--- config.mk ---
export PLATFORM = sky130hd
export DESIGN_NAME = io_sequencer
export DESIGN_NICKNAME = d
export VERILOG_FILES = /design/src/rtl/io_pkg.sv /design/src/rtl/io_wait_timer.sv /design/src/rtl/io_sequencer.sv
export SDC_FILE = /design/constraint.sdc
export NUM_CORES = 1
export LEC_CHECK = 0
export BUFFER_PORTS_ARGS = -buffer_cell sky130_fd_sc_hd__buf_2
export CAP_MARGIN = 0
export CORE_UTILIZATION = 30
export DETAILED_ROUTE_END_ITERATION = 8
export PLACE_DENSITY = 0.62
export SYNTH_ARGS = -nofsm -noshare
export SYNTH_HDL_FRONTEND = slang
export SYNTH_SLANG_ARGS = --single-unit
export TNS_END_PERCENT = 100
--- constraint.sdc ---
create_clock -name i_clk -period 1.9 [get_ports i_clk]
set_clock_uncertainty 0.1 [all_clocks]
set_input_delay 0.38 -clock i_clk [delete_from_list [all_inputs] [get_ports i_clk]]
set_output_delay 0.38 -clock i_clk [all_outputs]
set_load 0.01 [all_outputs]
--- src/rtl/io_pkg.sv ---
// Shared definitions for the IO bus sequencer: state encoding, counter widths
// and the strobe-length helper.
package io_pkg;

    localparam int unsigned CNT_W = 4;
    // One extra bit so STROBE_CYCLES + SLOW_EXTRA (up to 30) cannot overflow.
    localparam int unsigned LEN_W = CNT_W + 1;

    typedef enum logic [2:0] {
        StIdle,
        StSetup,
        StStrobe,
        StHold,
        StAck
    } state_t;

    function automatic logic [LEN_W-1:0] strobe_len(
        input logic [7:0]       addr,
        input logic [7:0]       slow_base,
        input logic [CNT_W-1:0] strobe,
        input logic [CNT_W-1:0] extra
    );
        strobe_len = {1'b0, strobe} + ((addr >= slow_base) ? {1'b0, extra} : '0);
    endfunction

endpackage

--- src/rtl/io_wait_timer.sv ---
// Loadable down-counter; o_done is high while the count is zero, so loading
// N-1 makes o_done rise in the N-th cycle after the load edge.
module io_wait_timer
    import io_pkg::*;
#(
    parameter int unsigned WIDTH = LEN_W
) (
    input  logic             i_clk,
    input  logic             i_resetn,
    input  logic             i_load,
    input  logic [WIDTH-1:0] i_value,
    output logic             o_done
);

    logic [WIDTH-1:0] count_q;

    always_ff @(posedge i_clk or negedge i_resetn) begin
        if (!i_resetn) begin
            count_q <= '0;
        end else if (i_load) begin
            count_q <= i_value;
        end else if (count_q != '0) begin
            count_q <= count_q - WIDTH'(1);
        end
    end

    assign o_done = (count_q == '0);

endmodule

--- src/rtl/io_sequencer.sv ---
// Single-outstanding IO bus sequencer: turns a level request into a
// setup/strobe/hold peripheral cycle with an address-dependent strobe length.
module io_sequencer
    import io_pkg::*;
#(
    parameter int unsigned SETUP_CYCLES  = 1,
    parameter int unsigned STROBE_CYCLES = 2,
    parameter int unsigned HOLD_CYCLES   = 1,
    parameter logic [7:0]  SLOW_BASE     = 8'h80,
    parameter int unsigned SLOW_EXTRA    = 2
) (
    input  logic       i_clk,
    input  logic       i_resetn,
    input  logic       i_req,
    input  logic       i_write,
    input  logic [7:0] i_address,
    input  logic [7:0] i_wdata,
    output logic       o_ack,
    output logic [7:0] o_rdata,
    output logic       o_busy,
    output logic       o_ioSelect,
    output logic [7:0] o_ioAddress,
    output logic       o_ioNOE,
    output logic       o_ioNWE,
    output logic [7:0] o_bus,
    output logic       o_busDrive,
    input  logic [7:0] i_bus
);

    localparam logic [LEN_W-1:0] SETUP_LOAD = LEN_W'(SETUP_CYCLES) - LEN_W'(1);
    localparam logic [LEN_W-1:0] HOLD_LOAD  = LEN_W'(HOLD_CYCLES) - LEN_W'(1);

    state_t           state_q, state_d;
    logic             write_q;
    logic [7:0]       addr_q, wdata_q, rdata_q;
    logic             accept, capture;
    logic             tmr_load, tmr_done;
    logic [LEN_W-1:0] tmr_value;
    logic [LEN_W-1:0] strobe_load_in, strobe_load_q;

    assign strobe_load_in = strobe_len(i_address, SLOW_BASE, CNT_W'(STROBE_CYCLES),
                                       CNT_W'(SLOW_EXTRA)) - LEN_W'(1);
    assign strobe_load_q  = strobe_len(addr_q, SLOW_BASE, CNT_W'(STROBE_CYCLES),
                                       CNT_W'(SLOW_EXTRA)) - LEN_W'(1);

    io_wait_timer #(
        .WIDTH(LEN_W)
    ) u_timer (
        .i_clk   (i_clk),
        .i_resetn(i_resetn),
        .i_load  (tmr_load),
        .i_value (tmr_value),
        .o_done  (tmr_done)
    );

    always_comb begin
        state_d   = state_q;
        accept    = 1'b0;
        capture   = 1'b0;
        tmr_load  = 1'b0;
        tmr_value = '0;
        unique case (state_q)
            StIdle: begin
                if (i_req) begin
                    accept   = 1'b1;
                    tmr_load = 1'b1;
                    if (SETUP_CYCLES != 0) begin
                        state_d   = StSetup;
                        tmr_value = SETUP_LOAD;
                    end else begin
                        state_d   = StStrobe;
                        tmr_value = strobe_load_in;
                    end
                end
            end
            StSetup: begin
                if (tmr_done) begin
                    state_d   = StStrobe;
                    tmr_load  = 1'b1;
                    tmr_value = strobe_load_q;
                end
            end
            StStrobe: begin
                if (tmr_done) begin
                    capture = !write_q;
                    if (HOLD_CYCLES != 0) begin
                        state_d   = StHold;
                        tmr_load  = 1'b1;
                        tmr_value = HOLD_LOAD;
                    end else begin
                        state_d = StAck;
                    end
                end
            end
            StHold: begin
                if (tmr_done) begin
                    state_d = StAck;
                end
            end
            StAck:   state_d = StIdle;
            default: state_d = StIdle;
        endcase
    end

    always_ff @(posedge i_clk or negedge i_resetn) begin
        if (!i_resetn) begin
            state_q <= StIdle;
            write_q <= 1'b0;
            addr_q  <= '0;
            wdata_q <= '0;
            rdata_q <= '0;
        end else begin
            state_q <= state_d;
            if (accept) begin
                write_q <= i_write;
                addr_q  <= i_address;
                wdata_q <= i_wdata;
            end
            if (capture) begin
                rdata_q <= i_bus;
            end
        end
    end

    // Outputs decode straight from the async-reset state so reset drops strobes at once.
    logic active, strobing;
    assign active   = (state_q == StSetup) || (state_q == StStrobe) || (state_q == StHold);
    assign strobing = (state_q == StStrobe);

    assign o_busy      = (state_q != StIdle);
    assign o_ack       = (state_q == StAck);
    assign o_ioSelect  = active;
    assign o_ioAddress = addr_q;
    assign o_ioNOE     = !(strobing && !write_q);
    assign o_ioNWE     = !(strobing && write_q);
    assign o_busDrive  = active && write_q;
    assign o_bus       = wdata_q;
    assign o_rdata     = rdata_q;

endmodule

==> results.cfg, run 1 <==
[status]
status = completed

[synthesis]
synth_top_family_by_area = multiplexers
yosys.area_share.simple_pct = 13.22
ys_ff_latch = 33
ys_types = 27
netlist_instances = 111
synth_compound_area_share_pct = 6.017
synth.area.mux_share_pct = 21.19
syn_area_per_cell_um2 = 13.30
syn-num-nets = 140
synth_xor_area_share_pct = 0.5932
synthAdderAreaFrac_pct = 0.8475
async_reset_ff_share_pct = 100.0
syn_area_um2 = 1476
ys_warn_count = 0
synth_edf_count = 0
ys_seq_area_share_pct = 55.93
synthFlopType = dfrtp_1

[worst_setup_path]
crit_family = simple AND/OR/NAND/NOR gates
rrSetupSlack_ps = 100
cp_max_fo = 8
cp-end-kind = register
worstReg2RegEnd = o_rdata[6]
cpMaxStageDelayCell = dfrtp_1
reg2reg_from = u_timer.count_q[1]
r2r_cells = 5
path_cells = inv_1, ha_4, nor4b_4, nand4b_4, mux2_4
worstSetupPathType = register to register
start_kind = register
cp.required_ps = 1960
cp_data_arrival_time_ps = 1860
max_stage_delay_ps = 390
critPathBufInv = 1

[power_and_ir_drop]
combPwrFrac_pct = 45.3
power_density_nw_per_um2 = 1639
pwr-share-seq_pct = 39.1
p_clk_share_pct = 15.7
swShare_pct = 34.66
ir_worst_vdd_uv = 523.8
leakagePower_nw = 0.9516
internal_power_mw = 2.155
switching_power_mw = 1.143

[cts]
cts_made_buffers = 5
h-tree-depth = 2
cts.sinks = 33
clockBufferDepth = 2
post_cts_buffers = 0
clk_pin_slew_ps = 70
cts_tree = yes
clockRootBuffer = clkbuf_8
holdBufCountCts = 0
clkLatencyLatePin_ps = 280

[layout]
area_delta_synth_final_pct = 36.27
drive_gt1_share_pct = 59.55
ff_latch_area_um2 = 827.0
antenna_cells = 0
multiInputGateArea_um2 = 645.6
fin_area_um2 = 2012
fin_nets = 207
fin_cells = 245
fillers = 465

[global_route]
grt_pass1_wl_mm = 4.919
gr-total-overflow = 0
grt_pass1_vias = 1089
grt_max_degree = 34
grt_util_all_layers_pct = 12.42
antenna_found_initial = 0

[flow_run]
maxCapViolCount = 0

[floorplanning]
row_count = 25
dieArea_um2 = 5206
io_pins = 58
core_um2 = 4723
die_width_um = 72.15
die_h_um = 72.15
start_util_pct = 31.26

[place]
portBuffers = 57
gp_congestion = 0.7651
place_area_um2 = 1906
hpwl_mm = 2.130
dp_cells = 238

[sta]
fin_crit_ps = 1803
period_share_pct = 94.88
rsz0062_at_grt = false
hold_viol = 0
max_freq_mhz = 554.7
setup-tns-final_ps = 0
max-slew-margin-rel_pct = 71.86
setup_violations = 0
hold_ws_ps = 18.76
slew_violations = 0
worstMarginPinSlew_ps = 422.0

[routing]
drc_errors = 0
drt_wl_total_mm = 2.964
drtIter0Drc = 42
vias = 1096
detail_route.vias_per_cell = 4.473
dr.pass1.iters = 6
postRouteAntennaNets = 0
wl_per_cell_um = 12.10

[worst_hold_path]
hp-class = input port to async pin
==> layer usage <==
layer  up-vias  wire (um)  global-route usage, %
li1        527          -                      -
met1       539       1323                  15.47
met2        24       1483                  19.94
met3         6         91                  3.056
met4         0         66                  6.536
met5         -          0                      0
==> worst register-to-register path, cell delays in order (launching register included) <==
cell and delay (ps):
dfrtp_1 390, inv_1 110, ha_4 140, nor4b_4 360, nand4b_4 240, mux2_4 350
==> layout by cell type (no fill, tap or decap) <==
master | synthesis | layout
nand2_1 | 1 | 1
or3b_2 | 1 | 1
mux2i_1 | 2 | 2
nor3_1 | 4 | 4
nor4b_4 | 1 | 2
o31a_1 | 1 | 1
nand3_1 | 1 | 1
o21ai_0 | 5 | 5
nor2_2 | 0 | 1
buf_4 | 0 | 7
xnor2_1 | 1 | 1
clkbuf_1 | 2 | 1
ha_4 | 0 | 1
or3_1 | 2 | 2
o21a_1 | 2 | 2
a2111oi_2 | 1 | 1
nand3b_1 | 2 | 2
buf_2 | 2 | 57
nand4b_4 | 1 | 1
nand2b_1 | 3 | 3
clkbuf_8 | 0 | 6
nor2_1 | 6 | 5
and2_1 | 2 | 2
dfrtp_1 | 33 | 32
buf_12 | 0 | 1
dfrtp_2 | 0 | 1
a21oi_1 | 5 | 5
or4b_4 | 1 | 1
mux2_2 | 26 | 25
inv_1 | 3 | 3
mux2_4 | 0 | 1
==> area by class of cell <==
cell class,instances,share of cell area (%)
Multi-Input combinational cell,70,32.09
Sequential cell,33,41.11
Clock buffer,7,4.291
Timing Repair Buffer,65,17.79
Inverter,3,0.5597
Tap cell,67,4.167
==> what timing repair did <==
action / in CTS / in global routing
setup endpoints to repair: 2 / 9
gates resized for setup: 1 / 4
gates cloned: 0 / 0
pin swaps: 0 / 1
==> how the worst max path moves through the flow <==
stage | depth (start not counted) | from | to | slack, ps
finish | 5 | u_timer.count_q[1] | o_rdata[6] | 100
global route | 5 | u_timer.count_q[1] | o_rdata[6] | 2
CTS | 4 | state_q[0] | o_busDrive | 50
detailed placement | 5 | u_timer.count_q[1] | o_rdata[4] | 100
global placement | 5 | u_timer.count_q[0] | o_rdata[6] | 140
floorplan | 5 | u_timer.count_q[0] | o_rdata[0] | 140
==> cells in the mapped netlist (2+ instances only) <==
master | number | share of area (%)
dfrtp_1 | 33 | 56
mux2_2 | 26 | 20
nor2_1 | 6 | 1.5
a21oi_1 | 5 | 1.7
o21ai_0 | 5 | 1.7
nor3_1 | 4 | 1.4
inv_1 | 3 | 0.76
nand2b_1 | 3 | 1.3
and2_1 | 2 | 0.85
buf_2 | 2 | 0.68
clkbuf_1 | 2 | 0.51
mux2i_1 | 2 | 1.4
nand3b_1 | 2 | 1.0
o21a_1 | 2 | 1.0
or3_1 | 2 | 0.85
==> registers in the layout (all words and copies together) (netlist names) <==
register	flops
o_bus	8
o_ioAddress	8
u_timer.count_q	5
o_rdata	8
state_q	3
write_q	1
==> logic make-up after synthesis <==
family                     Yosys count
DFF                                 33
muxes                               28
and+or+nand+nor                     26
AOI/OAI and AO/OA                   14
buffers and inverters                8
xor gates and xnor gates             1
adders and majority gates            1
==> power groups by stage <==
stage | logic (mW) | registers (mW) | clock network (mW)
after floorplan | 0.799 | 1.39 | 0
after global placement | 1.47 | 1.29 | 0
after detailed placement | 1.48 | 1.29 | 0
after CTS | 1.48 | 1.29 | 0.548
after global routing | 1.64 | 1.34 | 0.569
final | 1.49 | 1.29 | 0.516
==> metrics by stage <==
step	power, mW	setup WS [ps]	utilization, %
floorplan	2.187	136.9	-
detailed placement	2.773	102.2	40.34
global route	3.550	1.832	42.60
finish	3.298	97.21	42.60
global placement	2.761	143.5	40.34
CTS	3.321	49.05	42.23
(Power assumes the default switching activity.)
==> run 2: changes to the inputs <==
--- a/config.mk
+++ b/config.mk
@@ -5,11 +5,13 @@
 export SDC_FILE = /design/constraint.sdc
 export NUM_CORES = 1
 export LEC_CHECK = 0
+export ABC_AREA = 1
 export BUFFER_PORTS_ARGS = -buffer_cell sky130_fd_sc_hd__buf_2
 export CAP_MARGIN = 0
 export CORE_UTILIZATION = 30
 export DETAILED_ROUTE_END_ITERATION = 8
-export PLACE_DENSITY = 0.62
+export PLACE_DENSITY = 0.61
+export REMOVE_ABC_BUFFERS = 1
 export SYNTH_ARGS = -nofsm -noshare
 export SYNTH_HDL_FRONTEND = slang
 export SYNTH_SLANG_ARGS = --single-unit
==> run 2 against run 1 <==
Sequential share of layout area is 1.7 points higher. Power is 6.3% lower. Sequential power is 5% lower. Count of clock-buffer cells in the layout is 1 lower. Wire length is 4.4% higher. Utilization is 2.3 points lower. Non-clock buffer count is 6 lower. Critical path type is now register to primary output. Largest power group unchanged. Highest routed layer unchanged.
==> results.cfg, run 2 <==
[floorplanning]
io_pins = 58
dieArea_um2 = 5309
die_width_um = 72.86
start_util_pct = 31.48
die_h_um = 72.86
row_count = 25
core_um2 = 4786

[routing]
drt_wl_total_mm = 3.095
postRouteAntennaNets = 0
vias = 1238
detail_route.vias_per_cell = 4.099
wl_per_cell_um = 10.25
drtIter0Drc = 43
dr.pass1.iters = 5
drc_errors = 0

[sta]
setup_violations = 0
setup-tns-final_ps = 0
rsz0062_at_grt = false
slew_violations = 0
worstMarginPinSlew_ps = 412.6
fin_crit_ps = 1773
max_freq_mhz = 564.1
hold_viol = 0
period_share_pct = 93.30
finalWorstSetupSlack_ps = 127.2
max-slew-margin-rel_pct = 72.50

[flow_run]
maxCapViolCount = 0

[layout]
drive_gt1_share_pct = 35.32
fillers = 504
fin_nets = 263
multiInputGateArea_um2 = 561.8
final_cell_mix = nand2_1 (76), buf_2 (57), dfrtp_1 (33)
fin_area_um2 = 1929
area_delta_synth_final_pct = 28.07
ff_latch_area_um2 = 825.8
fin_util_pct = 40.31
antenna_cells = 0
final_common_cell = nand2_1

[power_and_ir_drop]
ir_worst_vdd_uv = 615.6
power_density_nw_per_um2 = 1602
power_mw = 3.091
leakagePower_nw = 1.090

[cts]
clockRootBuffer = clkbuf_8
post_cts_buffers = 0
cts.sinks = 33
cts_made_buffers = 5
clk_pin_slew_ps = 60
clockBufferDepth = 2
cts-resized-gates = 0
clkLatencyLatePin_ps = 280
cts_tree = yes
h-tree-depth = 2
holdBufCountCts = 0

[global_route]
gr-total-overflow = 0
grt_pass1_wl_mm = 5.223
grt_util_all_layers_pct = 13.20
antenna_found_initial = 0
grt_max_degree = 34
grt_pass1_vias = 1205

[worst_hold_path]
hp-class = input port to async pin

[synthesis]
syn_area_um2 = 1506
ys_types = 18
synthFlopType = dfrtp_1
synth.area.top_cells = dfrtp_1 (55%), nand2_1 (19%), o21ai_2 (4.7%), inv_1 (4.5%), nand3_1 (2.3%)
synth_edf_count = 0
ys_seq_area_share_pct = 54.82
yosysMostFrequentCell = nand2_1
ys_ff_latch = 33
async_reset_ff_share_pct = 100.0
ys_top_cells_by_count = nand2_1 (76), dfrtp_1 (33), inv_1 (18)
yosys.area.top_type = dfrtp_1
syn_area_per_cell_um2 = 8.708
netlist_instances = 173
ys_warn_count = 0
synth.top_cell.area_share_pct = 54.82

[worst_setup_path]
cpMaxStageDelayCell = dfrtp_1
cp.required_ps = 1420
cp_max_fo = 5
worstSetupPathType = register to primary output
cp_data_arrival_time_ps = 1290
max_stage_delay_ps = 440
cp-end-kind = primary output
cpMostUsedCell = nand2_1
path_cells = nor2_4, nand2_1, inv_2, nand2_1, buf_2
start_kind = register

[place]
post-place-ws_ps = 295.2
place_area_um2 = 1847
portBuffers = 57
gp_congestion = 0.7622
hpwl_mm = 2.265

[status]
status = completed
## run 2: cell types whose count changed in the layout (fill, tap and decap cells not counted), moves of 4 or more
cell / change
nand2_1: +75
mux2_2: -25
o21ai_2: +8
buf_4: -5
a21oi_1: -4
nand3_1: +6
inv_1: +15
## run 2: metal layers
layer	global-route usage, %	vias to the layer above	share of wire (%)	routed length, um
met5	0	-	0	0
met4	6.754	0	2.2	68
met3	5.110	7	6.7	207
met2	21.29	40	46	1423
met1	15.24	541	45	1396
li1	-	650	-	-
## run 2: final timing paths
check	depth (start not counted)	from	slack (ps)	endpoint
worst max-delay path	5	state_q[0]	130	o_ioNOE
worst min-delay path	2	i_resetn	20	write_q
worst max register to register	9	u_timer.count_q[0]	290	u_timer.count_q[0]
worst min register to register	2	o_bus[5]	370	o_bus[5]
max in group asynchronous	2	i_resetn	1390	o_ioAddress[6]
min in group i_clk	3	i_wdata[7]	190	o_bus[7]
## run 2: worst max-delay path: cells and delay by family (launching register included)
family	cells	cell delay [ps]
simple gates	3	330
buf+inv	2	260
flops	1	440
## run 2: per-stage QoR
stage               cells  hold WS, ps
finish                302        19.56
global placement      294        340.7
floorplan             168       -15.59
global route          302        46.11
CTS                   302        32.68
detailed placement    294        338.7
## run 2: cell type report
type	count	area share, %
Tap cell	67	4.345
Multi-Input combinational cell	115	29.12
Inverter	20	3.891
Clock inverter	2	0.5188
Sequential cell	33	42.80
Timing Repair Buffer	59	15.56
Clock buffer	6	3.761
## run 2: logic make-up (layout without fill, tap and decap cells)
group,after synthesis,in the layout,synth area share [%]
compound gates,11,11,5.648
xor+xnor,2,2,1.163
fa+ha+maj,1,1,0.8304
buf+inv,25,87,7.890
flops,33,33,54.82
simple gates,101,101,29.65
## run 2: report_power, final
| part | switching, mW | total, mW | internal, mW | leakage [nW] |
|---|---|---|---|---|
| clock | 0.245 | 0.498 | 0.253 | 0.0450 |
| combinational | 0.825 | 1.37 | 0.550 | 0.646 |
| sequential | 0.199 | 1.22 | 1.02 | 0.400 |
| total | 1.27 | 3.09 | 1.82 | 1.09 |
